[src/rtl/draw_phase_scheduler.sv]
// Frame-based round-robin scheduler that grants NUM_CH sprite controllers the shared
// VGA write path one DRAW slot at a time, with watchdog, overrun and game-over handling.
module draw_phase_scheduler #(
  parameter int  NUM_CH      = 2,
  parameter int  FRAME_W     = 16,
  parameter int  WDOG_CYCLES = 20000,
  localparam int CH_W        = (NUM_CH > 2) ? $clog2(NUM_CH) : 1
) (
  input  logic               clk,
  input  logic               resetn,
  input  logic               start,
  input  logic               frame_tick,
  input  logic               collision,
  input  logic [NUM_CH-1:0]  req,
  input  logic [NUM_CH-1:0]  done,
  output logic [NUM_CH-1:0]  grant,
  output logic [CH_W-1:0]    active_ch,
  output logic               busy,
  output logic               game_over,
  output logic               frame_overrun,
  output logic               wdog_error,
  output logic [FRAME_W-1:0] frame_count
);

  localparam int WD_W = $clog2(WDOG_CYCLES);

  typedef enum logic [2:0] {
    ST_IDLE,
    ST_WAIT_FRAME,
    ST_ARB,
    ST_DRAW,
    ST_GAME_OVER
  } state_e;

  state_e             state_q,    state_d;
  logic [NUM_CH-1:0]  grant_q,    grant_d;
  logic [CH_W-1:0]    active_q,   active_d;
  logic               overrun_q,  overrun_d;
  logic               wdog_err_q, wdog_err_d;
  logic [FRAME_W-1:0] fc_q,       fc_d;
  logic [NUM_CH-1:0]  pending_q,  pending_d;
  logic [CH_W-1:0]    rr_q,       rr_d;
  logic               coll_q,     coll_d;
  logic [WD_W-1:0]    wdog_cnt_q, wdog_cnt_d;

  logic               pick_valid;
  logic [CH_W-1:0]    pick_idx;
  logic [CH_W-1:0]    cand;
  logic [CH_W-1:0]    rr_next;
  logic               wdog_expired;

  // Search from the highest offset down so the channel closest to rr_q wins last.
  always_comb begin
    pick_valid = 1'b0;
    pick_idx   = '0;
    cand       = '0;
    for (int off = NUM_CH - 1; off >= 0; off--) begin
      cand = CH_W'((int'(rr_q) + off) % NUM_CH);
      if (pending_q[cand]) begin
        pick_valid = 1'b1;
        pick_idx   = cand;
      end
    end
  end

  assign rr_next      = (rr_q == CH_W'(NUM_CH - 1)) ? '0 : rr_q + 1'b1;
  assign wdog_expired = (wdog_cnt_q == WD_W'(WDOG_CYCLES - 1));

  always_comb begin
    // NOTE: every next-state value gets a hold default up front, so no path through
    // the case statement can leave one unassigned and infer a latch.
    state_d    = state_q;
    grant_d    = grant_q;
    active_d   = active_q;
    overrun_d  = overrun_q;
    wdog_err_d = wdog_err_q;
    fc_d       = fc_q;
    pending_d  = pending_q;
    rr_d       = rr_q;
    coll_d     = coll_q;
    wdog_cnt_d = wdog_cnt_q;

    if ((state_q == ST_WAIT_FRAME || state_q == ST_ARB || state_q == ST_DRAW) && collision)
      coll_d = 1'b1;
    // A tick that lands mid-frame is lost, not queued.
    if ((state_q == ST_ARB || state_q == ST_DRAW) && frame_tick)
      overrun_d = 1'b1;

    case (state_q)
      ST_IDLE: begin
        if (start) state_d = ST_WAIT_FRAME;
      end

      ST_WAIT_FRAME: begin
        if (coll_q) begin
          state_d = ST_GAME_OVER;
        end else if (frame_tick) begin
          if (req == '0) begin
            fc_d = fc_q + 1'b1;
          end else begin
            pending_d = req;
            state_d   = ST_ARB;
          end
        end
      end

      ST_ARB: begin
        grant_d = '0;
        if (coll_q) begin
          state_d = ST_GAME_OVER;
        end else if (!pick_valid) begin
          fc_d    = fc_q + 1'b1;
          rr_d    = rr_next;
          state_d = ST_WAIT_FRAME;
        end else begin
          grant_d[pick_idx] = 1'b1;
          active_d          = pick_idx;
          wdog_cnt_d        = '0;
          state_d           = ST_DRAW;
        end
      end

      ST_DRAW: begin
        if (done[active_q]) begin
          pending_d[active_q] = 1'b0;
          grant_d             = '0;
          state_d             = ST_ARB;
        end else if (wdog_expired) begin
          wdog_err_d          = 1'b1;
          pending_d[active_q] = 1'b0;
          grant_d             = '0;
          state_d             = ST_ARB;
        end else begin
          wdog_cnt_d = wdog_cnt_q + 1'b1;
        end
      end

      ST_GAME_OVER: begin
        grant_d = '0;
        if (start) begin
          coll_d     = 1'b0;
          overrun_d  = 1'b0;
          wdog_err_d = 1'b0;
          fc_d       = '0;
          pending_d  = '0;
          rr_d       = '0;
          state_d    = ST_WAIT_FRAME;
        end
      end

      default: begin
        grant_d = '0;
        state_d = ST_IDLE;
      end
    endcase
  end

  always_ff @(posedge clk or negedge resetn) begin
    if (!resetn) begin
      state_q    <= ST_IDLE;
      grant_q    <= '0;
      active_q   <= '0;
      overrun_q  <= 1'b0;
      wdog_err_q <= 1'b0;
      fc_q       <= '0;
      pending_q  <= '0;
      rr_q       <= '0;
      coll_q     <= 1'b0;
      wdog_cnt_q <= '0;
    end else begin
      // NOTE: non-blocking assignments so every register samples the pre-edge values.
      state_q    <= state_d;
      grant_q    <= grant_d;
      active_q   <= active_d;
      overrun_q  <= overrun_d;
      wdog_err_q <= wdog_err_d;
      fc_q       <= fc_d;
      pending_q  <= pending_d;
      rr_q       <= rr_d;
      coll_q     <= coll_d;
      wdog_cnt_q <= wdog_cnt_d;
    end
  end

  assign grant         = grant_q;
  assign active_ch     = active_q;
  assign busy          = (state_q == ST_ARB) || (state_q == ST_DRAW);
  assign game_over     = (state_q == ST_GAME_OVER);
  assign frame_overrun = overrun_q;
  assign wdog_error    = wdog_err_q;
  assign frame_count   = fc_q;

`ifndef SYNTHESIS
  a_grant_onehot0: assert property (@(posedge clk) disable iff (!resetn) $onehot0(grant_q));
  a_grant_only_in_draw: assert property (@(posedge clk) disable iff (!resetn)
    (state_q != ST_DRAW) |-> (grant_q == '0));
`endif

endmodule

[config.mk]
export PLATFORM = sky130hd
export DESIGN_NAME = draw_phase_scheduler
export DESIGN_NICKNAME = d
export VERILOG_FILES = /design/src/rtl/draw_phase_scheduler.sv
export SDC_FILE = /design/constraint.sdc
export NUM_CORES = 1
export LEC_CHECK = 0
export ABC_AREA = 1
export ABC_CLOCK_PERIOD_IN_PS = 2100
export CORE_MARGIN = 4
export CORE_UTILIZATION = 55
export CTS_CLUSTER_SIZE = 24
export DETAILED_ROUTE_END_ITERATION = 8
export PLACE_DENSITY = 0.89
export SYNTH_ARGS = -nofsm -noshare
export SYNTH_HDL_FRONTEND = slang
export SYNTH_SLANG_ARGS = --single-unit
export TNS_END_PERCENT = 1
[constraint.sdc]
create_clock -name clk -period 2.1 [get_ports clk]
set_input_delay 0.42 -clock clk [delete_from_list [all_inputs] [get_ports clk]]
set_output_delay 0.42 -clock clk [all_outputs]
set_load 0.02 [all_outputs]
==> impl_metrics.csv <==
group,metric,value,unit
placement,dpl_cell_area,0.00323,mm2
sta,relSlewSlack,64.5,%
worst_setup_path,start_kind,"flop",
sta,tightest_slew,533,ps
floorplan,die_width,80.2,um
sta,final.min_clock_period,2000,ps
logic_synthesis,yosysWarnings,0,
logic_synthesis,synth_top_area_cell,"dfrtp_1",
sta,max_freq,499,MHz
sta,finClkSkew,13.1,ps
logic_synthesis,syn_area,0.00287,mm2
cells_and_area,regArea,0.00108,mm2
cells_and_area,insertedDiodeCount,0,
drt,drc,0,
drt,drt-vias-per-instance,5.19,
logic_synthesis,yosysUniqueCellTypes,29,
floorplan,rows,26,
global_route,grt_max_degree,23,
worst_hold_path,hp-class,"input pin to asynchronous set/reset pin",
global_route,antenna_found_initial,0,
cts,cts_sinks,43,
logic_synthesis,ys_ff_latch,43,
worst_setup_path,critPathKind,"flop to primary output",
logic_synthesis,synth_area_per_cell,6.75,um2
status,status,"finished clean",
power_and_ir_drop,pwr-share-comb,47.3,%
worst_setup_path,endpoint_kind,"primary output",
cts,h-tree-depth,2,
drt,routedWlPerCell,12.2,um
power_and_ir_drop,clkPwrFrac,17.3,%
global_route,grt_first_pass_wirelength,11600,um
drt,wl,6470,um
global_route,grt-ovfl-total,0,
drt,drtPass1Iterations,5,
cells_and_area,mostFrequentLayoutCell,"nand2_1",
cts,clk_path_buf_depth,2,
cells_and_area,layout-drive-gt1-share,9.35,%
cells_and_area,syn_to_final_growth,15.4,%
cells_and_area,nNetsFinal,470,
cts,cts-hold-fix-buffers,0,
logic_synthesis,synth-seq-area-share,37.5,%
logic_synthesis,syn-num-nets,436,
drt,via_count,2749,
cts,path_clk_slew,90,ps
power_and_ir_drop,p_leak,1.57,nW
floorplan,dieHeight,80.2,um
sta,drv_slew,0,
cts,cts_tree,"yes",
cells_and_area,multiInputGateArea,0.00152,mm2
drt,ant_nets,0,
logic_synthesis,synth_area_leaders,"dfrtp_1 38%, nand2_1 21%, nor2_1 7.2%",
power_and_ir_drop,peakVddDrop,0.806,mV
sta,rsz0062_at_grt,"no",
sta,tns,0,ps
cts,clk_latency,300,ps
power_and_ir_drop,switching_power,1.39,mW
placement,gp_congestion,0.926,
sta,hold_violations,0,
power_and_ir_drop,seqPwrFrac,35.4,%
cells_and_area,fillers,453,
power_and_ir_drop,netSwitchingFraction,45.4,%
power_and_ir_drop,power.internal,1.68,mW
floorplan,pin_count,32,
global_route,first_global_vias,2659,
sta,finalSetupViolations,0,
cts,cts_made_buffers,5,
placement,place_hpwl,4750,um
worst_setup_path,arrival,1580,ps
placement,port_buffers,31,
worst_setup_path,crit_fanout,4,
cts,clockRootBuffer,"clkbuf_8",
cells_and_area,layout_common_cells,"158 x nand2_1, 55 x nor2_1, 46 x inv_1, 43 x dfrtp_1, 38 x nand3_1",
global_route,grtUsageTotal,22.3,%
logic_synthesis,syn_inst,425,
sta,fin_crit_sh,95.5,%
floorplan,initial_core_util,56.5,%
power_and_ir_drop,p_per_area,928,mW/mm2
logic_synthesis,yosysTopAreaCellShare,37.5,%
run,drv_cap,0,
floorplan,dieArea,0.00644,mm2
floorplan,core,0.00507,mm2
worst_setup_path,worstPathRequired,1680,ps
drt,drtIter0Drc,257,
cells_and_area,stdcell_area,0.00331,mm2
==> flip-flops by register name (all words and copies together), names as in the netlist <==
register	flops
active_ch	1
coll_q	1
frame_count	16
frame_overrun	1
grant	2
pending_q	2
rr_q	1
state_q	3
wdog_cnt_q	15
wdog_error	1
==> kinds of logic (layout without fill, tap and decap cells) <==
group           Yosys count  after routing  share of synthesized area, %
compound gates           42             42                          9.73
xor+xnor                  6              6                          1.83
fa+ha+maj                 2              2                         0.872
buf+inv                  59             94                          9.55
flops                    43             43                          37.5
simple gates            273            273                          40.5
==> synthesized netlist by cell type, drive strengths merged <==
cell    instances
nand4           9
a31oi           2
or2             1
nor3            1
o21ai          26
xor2            5
inv            50
nand3          40
o21a            1
buf             9
nor2           59
dfrtp          43
a21oi           8
o21bai          4
xnor2           1
ha              2
o22ai           1
nand2         163
==> timing repair <==
item / CTS / global route
buffers inserted: 0 / 0
endpoints found under the hold margin: 0 / 0
resized for setup: 1 / 0
setup endpoints to repair: 1 / 0
==> power by group through the flow <==
stage	Clock (mW)	Sequential, mW	Combinational (mW)
after floorplan	0	1.13	1.11
after global placement	0	1.09	1.42
after detailed placement	0	1.10	1.46
after CTS	0.537	1.08	1.46
after global routing	0.580	1.11	1.62
final	0.532	1.09	1.45
==> area by class of cell <==
type                    instances  area share, %
clock buffers                   6           2.19
clock inverters                 2          0.378
inverters                      50           5.74
multi-input cells             323           45.9
flip-flops and latches         43           32.5
well taps                      70           2.64
repair buffers                 36           10.7
==> worst max-delay path, cell delays in order, from the launching register on <==
cell and delay, ps:
dfrtp_1 420, inv_2 90, nand2_4 60, inv_4 100
clkdlybuf4s50_1 610
==> path summary, 6_finish.rpt <==
check	startpoint	endpoint	slack (ps)	depth (start not counted)
max	state_q[2]$_DFFE_PN0P_	busy	100	4
min	resetn	wdog_cnt_q[0]$_DFFE_PN0P_	90	1
max reg2reg	wdog_cnt_q[0]$_DFFE_PN0P_	grant[1]$_DFFE_PN0P_	380	10
min reg2reg	grant[0]$_DFFE_PN0P_	grant[0]$_DFFE_PN0P_	480	2
max in group asynchronous	resetn	active_ch$_DFFE_PN0P_	1500	2
min in group clk	grant[0]$_DFFE_PN0P_	grant[0]$_DFFE_PN0P_	480	2
==> per-layer routing <==
metal  wire length [um]  part of all wire, %  vias up  global-route usage [%]
li1                   -                    -     1398                       -
met1               2910                   45     1292                    27.8
met2               3260                   50       53                    39.6
met3                225                  3.5        6                    3.59
met4                 84                  1.3        0                    6.42
met5                  0                    0        -                       0
==> metrics by stage <==
step                      setup slack, ps  utilization, %  instances  power [mW]  hold slack [ps]
after global routing                 8.99            65.3        530        3.31              125
after floorplan                       617               -        425        2.25              124
after global placement                203            63.6        522        2.51              434
after CTS                            84.1            65.3        530        3.08              111
after detailed placement              175            63.6        522        2.56              439
final                                95.5            65.3        530        3.07             88.5
(Power assumes the default switching activity.)
==> RTL change 1: new RTL, same flow settings <==
Set the parameter `FRAME_W` to 32 (it was 16).
--- a/src/rtl/draw_phase_scheduler.sv
+++ b/src/rtl/draw_phase_scheduler.sv
@@ -2,7 +2,7 @@
 // VGA write path one DRAW slot at a time, with watchdog, overrun and game-over handling.
 module draw_phase_scheduler #(
   parameter int  NUM_CH      = 2,
-  parameter int  FRAME_W     = 16,
+  parameter int  FRAME_W     = 32,
   parameter int  WDOG_CYCLES = 20000,
   localparam int CH_W        = (NUM_CH > 2) ? $clog2(NUM_CH) : 1
 ) (
Interface: changed (resized frame_count); port bits go from 32 to 48. No check against the original RTL was run, so the function may have changed too.
==> RTL change 1 against the original RTL <==
Power grew 67%; largest power group unchanged; combinational power grew 48%; routed wire length grew 56%; critical path depth is the same; register-to-register slack lost 0.18 ns; design area grew 47%; sequential cell count grew 16; setup slack gained 0.058 ns; die area grew 35%; area after synthesis grew 39%.
==> RTL change 1: results (changes against the original RTL) <==
Outcome
Outcome: finished clean (unchanged).

Routing
The via count normalized by instance count came to 5.33 (was 5.19). The final routed wirelength across all metal layers came to 10.1 mm (was 6.47 mm). The total iterations of the first detailed-routing run is 7 (was 5). The number of violations reported at the end of detailed-routing iteration 0 is 307 (was 257).

CTS
The clock latency reported for the late side of the worst-skew pair is 0.35 ns (was 0.30 ns). The number of levels the H-tree was split into is 3 (was 2). The TritonCTS buffer count is 9 (was 5).

Synthesis
The share of synthesized area occupied by flip-flops and latches came to 37.0% (was 37.5%). Most area-consuming cells after synthesis: dfrtp_1 (37%), nand2_1 (23%), nor2_1 (7.4%) (was dfrtp_1 (38%), nand2_1 (21%), nor2_1 (7.2%)). The share of synthesized cell area in full adder, half adder and majority cells was 0.628% (was 0.872%). The synthesized net count came to 632 (was 436). Cell types with the highest counts after synthesis: nand2_1 (244), nor2_1 (79), inv_1 (71), dfrtp_1 (59), nand3_1 (58) (was nand2_1 (158), nor2_1 (55), inv_1 (46), dfrtp_1 (43), nand3_1 (38)). The fraction of synthesized cell area in xor and xnor cells is 0.220% (was 1.83%). The count of unique library cells instantiated by Yosys was 32 (was 29). The compound-cell area share of the yosys netlist is 8.38% (was 9.73%).

GRT
The number of global-route vias before repair came to 3966 (was 2659). The largest net degree at the start of global routing is 60 (was 23). The combined global-route utilization of all metal layers is 25.0% (was 22.3%). The global-route wire length before repair is 17.4 mm (was 11.6 mm).

Placement
The worst-case setup slack after placement is 0.0936 ns (was 0.175 ns). The half-perimeter wire length after placement came to 7.37 mm (was 4.75 mm). The instance area at placement came to 4610 sq um (was 3230 sq um). The final weighted congestion of routability-driven global placement is 0.892 (was 0.926). The count of input and output buffers is 47 (was 31).

Final layout
The fraction of layout instances using a drive strength above 1 is 8.36% (was 9.35%). The filler cell count was 573 (was 453). The number of flip-flops in the largest register was 32 (was 16). The number of nets in the final layout is 688 (was 470).

Power
The peak supply drop is 0.000616 V (was 0.000806 V). The reported leakage power is 0.00223 uW (was 0.00157 uW).

Critical path
The arrival time at the worst endpoint came to 1.53 ns (was 1.58 ns). The launch point of the worst path is state_q[1] (was state_q[2]). The cell with the biggest individual delay on the critical path is dfrtp_1 (was clkdlybuf4s50_1).

The launch point of the worst reg-to-reg path is state_q[1] (was wdog_cnt_q[0]).

Timing
The clock tree skew after final layout was 0.0110 ns (was 0.0131 ns). The tightest slew margin relative to the limit is 67.1% (was 64.5%).
RTL change 1: metrics by stage:
step / instances / utilization (%) / hold slack [ns]
finish: 778 / 70.5 / 0.0575
global route: 778 / 70.5 / 0.0896
CTS: 778 / 70.4 / 0.0758
detailed placement: 762 / 66.8 / 0.449
global placement: 762 / 66.8 / 0.446
floorplan: 621 / - / 0.124
RTL change 1: routing by layer:
metal | GRT usage [%] | share of wire [%]
met1 | 30.2 | 40
met2 | 43.4 | 50
met3 | 4.18 | 7.1
met4 | 11.4 | 2.6
met5 | 0 | 0
RTL change 1: report_power, final:
group / switching (uW) / internal [uW] / leakage, uW / total, uW
logic: 1320 / 835 / 0.00131 / 2150
clock network: 489 / 820 / 0.000115 / 1310
registers: 303 / 1370 / 0.000803 / 1670
total: 2110 / 3030 / 0.00223 / 5140
RTL change 1: layout make-up:
cell class              count  area (sq um)  share of cell area [%]
multi-input cells         475          2150                    44.1
flip-flops and latches     59          1480                    30.3
repair buffers             57           592                    12.2
inverters                  75           282                    5.78
clock buffers              10           138                    2.83
well taps                  96           120                    2.47
clock inverters             6           113                    2.31
RTL change 1: kinds of logic after synthesis:
family | Yosys count
xor+xnor | 1
simple gates | 419
compound gates | 53
fa+ha+maj | 2
buf+inv | 87
flops | 59
RTL change 1: final timing paths:
check / end / slack, ns / depth (start not counted)
min reg2reg: grant[0] / 0.50 / 2
max: game_over / 0.15 / 4
min: frame_count[0] / 0.06 / 2
max reg2reg: frame_count[3] / 0.20 / 9
min in group clk: grant[0] / 0.50 / 2
max in group asynchronous: wdog_cnt_q[9] / 1.77 / 2
==> RTL change 2: new RTL, config.mk and constraints unchanged <==
Without the edit above. Encoding of `state_e`: now one-hot (5 bits for 5 states).
--- a/src/rtl/draw_phase_scheduler.sv
+++ b/src/rtl/draw_phase_scheduler.sv
@@ -24,12 +24,12 @@
 
   localparam int WD_W = $clog2(WDOG_CYCLES);
 
-  typedef enum logic [2:0] {
-    ST_IDLE,
-    ST_WAIT_FRAME,
-    ST_ARB,
-    ST_DRAW,
-    ST_GAME_OVER
+  typedef enum logic [4:0] {
+    ST_IDLE       = 5'b00001,
+    ST_WAIT_FRAME = 5'b00010,
+    ST_ARB        = 5'b00100,
+    ST_DRAW       = 5'b01000,
+    ST_GAME_OVER  = 5'b10000
   } state_e;
 
   state_e             state_q,    state_d;
Check against the original RTL: same outputs for any inputs over 4 cycles, from zero or initial values and one cycle with resetn low; so few cycles prove little.
==> RTL change 2 against the original RTL <==
Routed wire length grew 0.68%; clock power grew 29%; power shrank 7.4%; area after synthesis grew 0.35%; setup slack gained 0.048 ns; register-to-register slack lost 0.04 ns; non-clock buffer count grew 2; highest routed layer unchanged; design area grew 1.9%; synthesized cell count shrank 3.3%; via count grew 0.40%; combinational power shrank 28%; sequential cell count grew 2.
==> RTL change 2: results (changes against the original RTL) <==
Outcome
Outcome: finished clean (unchanged).

Final layout
The post-route standard cell area excluding fillers came to 3370 sq um (was 3310 sq um). The fraction of area in non-clock buffers is 10.9% (was 10.7%). The layout buffer count excluding clock buffers came to 38 (was 36). The non-clock inverter total of the final layout is 40 (was 50). The area taken by flip-flops and latches came to 1130 sq um (was 1080 sq um).

The number of nets in the final layout came to 458 (was 470). The filler cell count is 467 (was 453). The clock network area share is 3.45% (was 2.57%).

Power
The sequential share of power is 39.4% (was 35.4%). The reported leakage power is 0.00164 uW (was 0.00157 uW). The net switching power is 1080 uW (was 1390 uW). The areal power density over the cells is 844 nW/um^2 (was 928 nW/um^2).

Synthesis
The synthesized net count is 422 (was 436). The count of unique library cells instantiated by Yosys is 31 (was 29). Cell types with the highest counts after synthesis: nand2_1 (144), nor2_1 (55), dfrtp_1 (44), inv_1 (35), nand3_1 (33) (was nand2_1 (158), nor2_1 (55), inv_1 (46), dfrtp_1 (43), nand3_1 (38)).

The average cell area after synthesis was 7.00 sq um (was 6.75 sq um). The share of synthesized area occupied by flip-flops and latches is 39.2% (was 37.5%).

Timing
The worst hold slack across all endpoints is 0.194 ns (was 0.0885 ns). The setup slack after layout was 0.144 ns (was 0.0955 ns). The transition time of the tightest slew-check pin is 0.566 ns (was 0.533 ns).

CTS
The post-cts resize count came to 2 (was 1).

Routing
The amount of wire on met3 after detailed routing came to 403 um (was 225 um). The vias after detailed routing was 2760 (was 2749). The met2 routed wirelength is 3.20 mm (was 3.26 mm). The final routed wirelength across all metal layers is 6.52 mm (was 6.47 mm). The number of violations reported at the end of detailed-routing iteration 0 is 173 (was 257).

Critical path
The launch point of the worst reg-to-reg path was state_q[0] (was wdog_cnt_q[0]). The endpoint of the worst register-to-register path is wdog_cnt_q[14] (was grant[1]). The arrival time at the worst endpoint is 1.54 ns (was 1.58 ns). The highest net fanout along the worst path is 6 (was 4). The longest individual stage delay on the worst path is 0.43 ns (was 0.61 ns). The number of cells on the worst reg-to-reg path came to 9 (was 10).

GRT
The met3 track demand over resource is 4.60% (was 3.59%). The global-route wire length before repair was 11.7 mm (was 11.6 mm). The largest net degree at the start of global routing is 46 (was 23).

Placement
The instance area at placement is 3260 sq um (was 3230 sq um). The final weighted congestion of routability-driven global placement is 0.937 (was 0.926).
## RTL change 2: changes by cell type after synthesis, moves of 3 or more
cell	delta
nor2_4	+3
o21ai_0	-4
o21ai_1	+6
nand3_1	-5
xnor2_1	+5
o21ai_2	-14
xor2_1	+3
nand4_1	+6
nor3_1	+4
inv_1	-11
nand2_1	-14
or2_2	+3
## RTL change 2: cells by family after synthesis
family / Yosys count / synth area share [%]
flip-flops: 45 / 39.2
XOR/XNOR: 14 / 4.26
AND/OR/NAND/NOR: 274 / 42.7
multiplexers: 1 / 0.348
AO/OA/AOI/OAI: 26 / 4.78
buffers and inverters: 49 / 7.91
adder cells (fa/ha/maj): 2 / 0.869
## RTL change 2: worst max-delay path, delay by kind of cell (launching register included)
family                 cells  cell delay, ns
and+or+nand+nor            3            0.46
DFF                        1            0.43
buffers and inverters      1            0.34
